`src/rtl/shift_add_mult.sv`:
```
// Sequential shift-and-add multiplier with load/multiply/done handshake.
// One partial-product iteration per clock; the product is held until the next completion.
module shift_add_mult #(
   parameter int WIDTH = 4
) (
   input  logic               clk,
   input  logic               reset,
   input  logic               Ld_in,
   input  logic               multiply,
   input  logic [WIDTH-1:0]   a_in,
   input  logic [WIDTH-1:0]   b_in,
   output logic [2*WIDTH-1:0] product,
   output logic               done,
   output logic               busy
);

   localparam int CW = (WIDTH > 1) ? $clog2(WIDTH) : 1;

   typedef enum logic [1:0] {
      IDLE,
      RUN,
      DONE
   } state_t;

   state_t           state;
   logic [WIDTH-1:0] m;
   logic [WIDTH-1:0] q;
   logic [WIDTH:0]   acc;
   logic [CW-1:0]    cnt;
   logic [WIDTH:0]   sum;

   // acc keeps one spare bit so the add carry survives the shift
   assign sum = q[0] ? acc + {1'b0, m} : acc;

   always_ff @(posedge clk) begin
      if (!reset) begin
         state   <= IDLE;
         m       <= '0;
         q       <= '0;
         acc     <= '0;
         cnt     <= '0;
         product <= '0;
         done    <= 1'b0;
         busy    <= 1'b0;
      end else begin
         unique case (state)
            IDLE: begin
               if (multiply) begin
                  state <= RUN;
                  busy  <= 1'b1;
                  acc   <= '0;
                  cnt   <= '0;
               end else if (Ld_in) begin
                  m   <= a_in;
                  q   <= b_in;
                  acc <= '0;
                  cnt <= '0;
               end
            end
            RUN: begin
               if (!multiply) begin
                  state <= IDLE;
                  busy  <= 1'b0;
               end else begin
                  {acc, q} <= {1'b0, sum, q[WIDTH-1:1]};
                  cnt      <= cnt + 1'b1;
                  if (cnt == CW'(WIDTH - 1)) begin
                     product <= {sum, q[WIDTH-1:1]};
                     state   <= DONE;
                     busy    <= 1'b0;
                     done    <= 1'b1;
                  end
               end
            end
            DONE: begin
               if (!multiply) begin
                  state <= IDLE;
                  done  <= 1'b0;
               end
            end
            default: begin
               state <= IDLE;
               done  <= 1'b0;
               busy  <= 1'b0;
            end
         endcase
      end
   end

endmodule
```
`config.mk`:
```
export PLATFORM = sky130hd
export DESIGN_NAME = shift_add_mult
export DESIGN_NICKNAME = d
export VERILOG_FILES = /design/src/rtl/shift_add_mult.sv
export SDC_FILE = /design/constraint.sdc
export NUM_CORES = 1
export LEC_CHECK = 0
export BUFFER_PORTS_ARGS = -buffer_cell sky130_fd_sc_hd__buf_2
export CORE_UTILIZATION = 30
export CTS_BUF_LIST = sky130_fd_sc_hd__clkbuf_4
export CTS_CLUSTER_SIZE = 14
export DETAILED_ROUTE_END_ITERATION = 6
export PLACE_DENSITY = 0.44
export SLEW_MARGIN = 20
export SYNTH_ARGS = -nofsm -noshare
export SYNTH_HDL_FRONTEND = slang
export SYNTH_SLANG_ARGS = --single-unit
```
`constraint.sdc`:
```
create_clock -name clk -period 4.6 [get_ports clk]
set_clock_uncertainty 0.2 [all_clocks]
set_input_delay 0.23 -clock clk [delete_from_list [all_inputs] [get_ports clk]]
set_output_delay 0.23 -clock clk [all_outputs]
set_load 0.05 [all_outputs]
```
== Word level (Yosys, flattened, before mapping) ==
Cells that the tools add are included.

* Add/sub/neg operators: 2
* Multiply operators: 0
* Divide/modulo/power cells: 0
* $lt $le $gt $ge: 0
* Eq/ne operators: 11
* Shift-type cells: 0
* Multiplexer cells: 26
* Bitwise gates (word level): 3
* Reduce and logical (&&, ||, !) cells: 9

{| class="wikitable"
|+ Operators with widths
! cell !! number
|-
| $mux 5 || 4
|-
| $reduce_and 3->1 || 5
|-
| $mux 2 || 7
|-
| $mux 4 || 3
|-
| $ne 2x2->1 const B || 6
|-
| $pmux 5 s2 || 1
|-
| $pmux 4 s2 || 1
|-
| $reduce_and 4->1 || 2
|-
| $mux 1 || 6
|-
| $ne 3x3->1 const B || 2
|-
| $pmux 1 s3 || 2
|-
| $pmux 2 s3 || 1
|-
| $add 5x4->5 || 1
|-
| $eq 2x2->1 const B || 2
|-
| $pmux 2 s2 || 1
|-
| $not 1->1 || 3
|-
| $add 2x1->2 const B || 1
|-
| $eq 2x1->1 const B || 1
|-
| $logic_not 2->1 || 1
|-
| $reduce_bool 2->1 || 1
|}

* Register bits: 27
* Bits in latches: 0
* RAM bits: 0
* ROM bits: 0
* Input port bits: 12
* Output and inout port bits: 10
* Memories kept: 0

== Logic depth before layout (Yosys ltp) ==
* Word-level depth: 4
* Gate-level depth with buffers: 7

== Worst setup path after synthesis ==
No wires, ideal clock.

* Kind: register to register
* Start point: reg m[2]
* End point: reg acc[2]
* Arrival time: 1451 ps
* Data required time: 4326 ps
* Path slack: 2875 ps
* Cell stages (with the launch flop): 6
* Buffers on the path: 0
* Period minus slack after synthesis: 1725 ps
* Cell sequence: dfxtp_1 ha_1 or3b_2 a31oi_1 a311oi_1 o21ai_0

* Word-level cells in the longest chain between the ends: 4

{| class="wikitable"
|+ Ends and longest elaborated chain
! element !! line !! text
|-
| from (decl) || 26 || <nowiki>logic [WIDTH-1:0] m;</nowiki>
|-
| from (signal assigned) || 54 || <nowiki>m <= a_in;</nowiki>
|-
| $add 5x4->5 || 33 || <nowiki>assign sum = q[0] ? acc + {1'b0, m} : acc;</nowiki>
|-
| $mux 5 || 33 ||
|-
| $mux 5 || 61 || <nowiki>if (!multiply) begin</nowiki>
|-
| $pmux 5 s2 || 46 || <nowiki>unique case (state)</nowiki>
|-
| to (signal assigned) || 65 || <nowiki>{acc, q} <= {1'b0, sum, q[WIDTH-1:1]};</nowiki>
|-
| to (decl) || 28 || <nowiki>logic [WIDTH:0] acc;</nowiki>
|}

Every way passes these cells. The select of a mux whose other input is x is not followed.
A chain may end at the register's enable or synchronous reset.

== Worst setup path in the final report ==
* Start point: reg acc[0]
* End point: reg acc[1]

* Word-level cells in the longest chain between the ends: 4

{| class="wikitable"
|+ Ends and longest elaborated chain
! element !! line
|-
| $add 5x4->5 || 33
|-
| $mux 5 || 33
|-
| $mux 5 || 61
|-
| $pmux 5 s2 || 46
|}

Every way passes these cells. The select of a mux whose other input is x is not followed.

==> run summary <==
GRT Total Usage -> 13.6%
Placer Congestion -> 0.818
routed wire length -> 2730 µm
die area -> 4640 µm²
Crit. End Element -> flop
first-pass GRT wire length -> 4680 µm
Crit Path Class -> reg -> reg
Slew HR -> 64.0%
detailed placer's ending HPWL -> 1930 µm
PostCTS Resize Cnt -> 0
DRT Pass-1 Iters -> 4
Horiz. Die Dim -> 68.1 µm
met3 Use GR -> 2.00%
VDD IR-drop max -> 0.0938 mV
Inserted Diodes -> 0
Top-Level Pins -> 22
largest net degree at the start of global routing -> 28
reg-to-reg slack, setup -> 2.67 ns
hold depth -> 3
Netlist Area Pre-Place -> 1310 µm²
Startpoint Class -> flop
most frequent cells in the layout -> dfxtp_1 (26), buf_2 (21), nand2_1 (18)
CTS tree -> yes
DR iter-0 viols -> 36
GRT overflow -> 0
capture point of the critical path -> acc[1]
initial antenna violation count -> 0
share of layout cells above drive strength 1 -> 19.4%
Final Cycle Share -> 41.9%
synth warn -> 0
later-pin clock latency in the skew report -> 0.33 ns
CP required -> 4.64 ns
Reg2Reg Depth -> 7
leakage -> 0.652 nW
CTS Sinks -> 26
vias per inst -> 4.76
WL per Instance -> 13.0 µm
arrival time worst endpoint -> 1.96 ns
clk root buf -> clkbuf_4
Nets -> 179
Area after DPL -> 1430 µm²
Total Neg Setup Slack -> 0 ns
Synth cell types -> 36
routed via count -> 999
met1 usage -> 17.8%
antenna viol nets, final -> 0
Worst-Margin Slew -> 0.538 ns
number of I/O port buffers -> 21
CP max FO -> 3
Net Count, Synth -> 158
register area share after synthesis -> 39.7%
r2r endpoint -> acc[1]
Max Freq -> 519 MHz
met2 Usage GRT -> 22.4%
CTS buffer count -> 3
hold crit path type -> in -> reg
starting density of the core -> 32.1%
Worst setup startpoint -> acc[0]
Min Hold Slack -> 0.0136 ns
reg2reg start -> acc[0]
design area -> 1520 µm²
vias in the first global route -> 982
DR DRC count -> 0
syn_area_per_cell -> 9.38 µm²
dpl cells -> 202
die height -> 68.1 µm
core region area -> 4090 µm²
outcome -> completed
Non-Filler Instances -> 210
crit path time final -> 1.93 ns
MaxCap Viol Count -> 0
Worst-path clk slew -> 0.15 ns
Yosys reg bits -> 26
Setup violations, final -> 0
Layout fillers -> 423
commonest non-fill, non-tap cell in the layout -> dfxtp_1
htree depth -> 1
area grow syn2layout -> 15.7%
maximum clock path buffer count -> 2
FP Rows -> 23
layer with the highest usage -> met2
cells after synthesis -> 140
Pwr per Cell Area -> 294 nW/µm²
RSZ-0062 raised after global routing -> no
max-slew violation count -> 0
count of final hold-check violations -> 0
where the power goes:
| group | total (W) | switching, W | internal, W |
|---|---|---|---|
| logic | 0.0000445 | 0.0000222 | 0.0000223 |
| clock network | 0.000163 | 0.0000746 | 0.0000881 |
| registers | 0.000239 | 0.00000716 | 0.000231 |
| total | 0.000446 | 0.000104 | 0.000342 |
state kept, by name (all words and copies together), names as in the netlist:
name	flops
done	1
m	4
q	4
busy	1
state	2
acc	4
cnt	2
product	8
cells in the mapped netlist:
master,instances,area (µm²)
a211oi_1,1,7.51
a21boi_0,4,30.0
a21oi_1,3,15.0
a21oi_4,1,16.3
a22oi_1,2,15.0
a2bb2oi_1,1,8.76
a311oi_1,1,8.76
a31oi_1,2,12.5
and2_1,2,12.5
and3b_2,1,10.0
buf_2,1,5.00
buf_4,3,22.5
buf_6,1,11.3
clkbuf_1,4,15.0
dfxtp_1,26,521
fa_1,1,20.0
ha_1,5,62.6
inv_1,5,18.8
mux2_2,1,11.3
mux2i_1,12,120
nand2_1,18,67.6
nand2b_1,3,18.8
nand3_1,3,15.0
nand3b_1,3,22.5
nor2_1,3,11.3
nor2_4,1,11.3
nor2b_1,13,81.3
nor3_1,1,5.00
nor3b_1,1,7.51
o211a_1,5,50.1
o21a_1,1,7.51
o21ai_0,7,35.0
o21bai_1,1,7.51
or3b_2,1,8.76
or3b_4,1,11.3
xnor2_1,1,8.76
metrics by stage:
stage,util (%),setup slack [ns],total power [W]
after floorplan,-,2.87,0.000276
after global placement,34.9,2.69,0.000285
after detailed placement,34.9,2.67,0.000286
after CTS,37.2,2.65,0.000452
after global routing,37.2,2.51,0.000468
final,37.2,2.67,0.000446
cell type report:
| type | instances | area, µm² | area share [%] |
|---|---|---|---|
| tap | 50 | 62.6 | 4.12 |
| timing repair buffer | 25 | 145 | 9.56 |
| clock buffer | 3 | 22.5 | 1.48 |
| inverter | 5 | 18.8 | 1.24 |
| sequential | 26 | 520 | 34.3 |
| multi-input combinational | 100 | 719 | 47.4 |
| clock inverter | 1 | 30.0 | 1.98 |
worst min-delay path by stage:
stage                       endpoint  startpoint  slack (ns)
final                       state[1]    multiply        0.01
after global routing        state[1]    multiply       0.001
after CTS                   state[1]    multiply      0.0007
after detailed placement  product[0]  product[0]        0.25
after global placement    product[2]  product[2]        0.25
after floorplan                 m[0]     a_in[0]        0.20
layer usage:
metal	wire length, µm	vias to the layer above
met5	0	-
met1	1340	465
met3	64	2
met4	19	0
met2	1300	12
li1	-	520
cells by family (layout without fill, tap and decap cells):
family	count (synthesis)	in the layout	synth area share [%]
buffers and inverters	14	34	5.53
AND/OR/NAND/NOR	51	51	21.5
multiplexers	13	13	10.0
flip-flops	26	26	39.7
AO/OA/AOI/OAI	29	29	16.3
XOR/XNOR	1	1	0.667
adder cells (fa/ha/maj)	6	6	6.29
worst max-delay path, stage by stage (launching register included):
cell,delay (ns)
dfxtp_1,0.39
ha_1,0.19
inv_1,0.05
fa_1,0.40
xnor2_1,0.14
mux2i_1,0.23
a2bb2oi_1,0.18
nor2b_1,0.06
repair_timing:
| item | CTS | global route |
|---|---|---|
| setup endpoints to repair | 0 | 0 |
| hold endpoints to repair | 4 | 0 |
| buffers inserted | 0 | 0 |
| hold buffers | 4 | 0 |
Power figures use the tool's default switching activity.
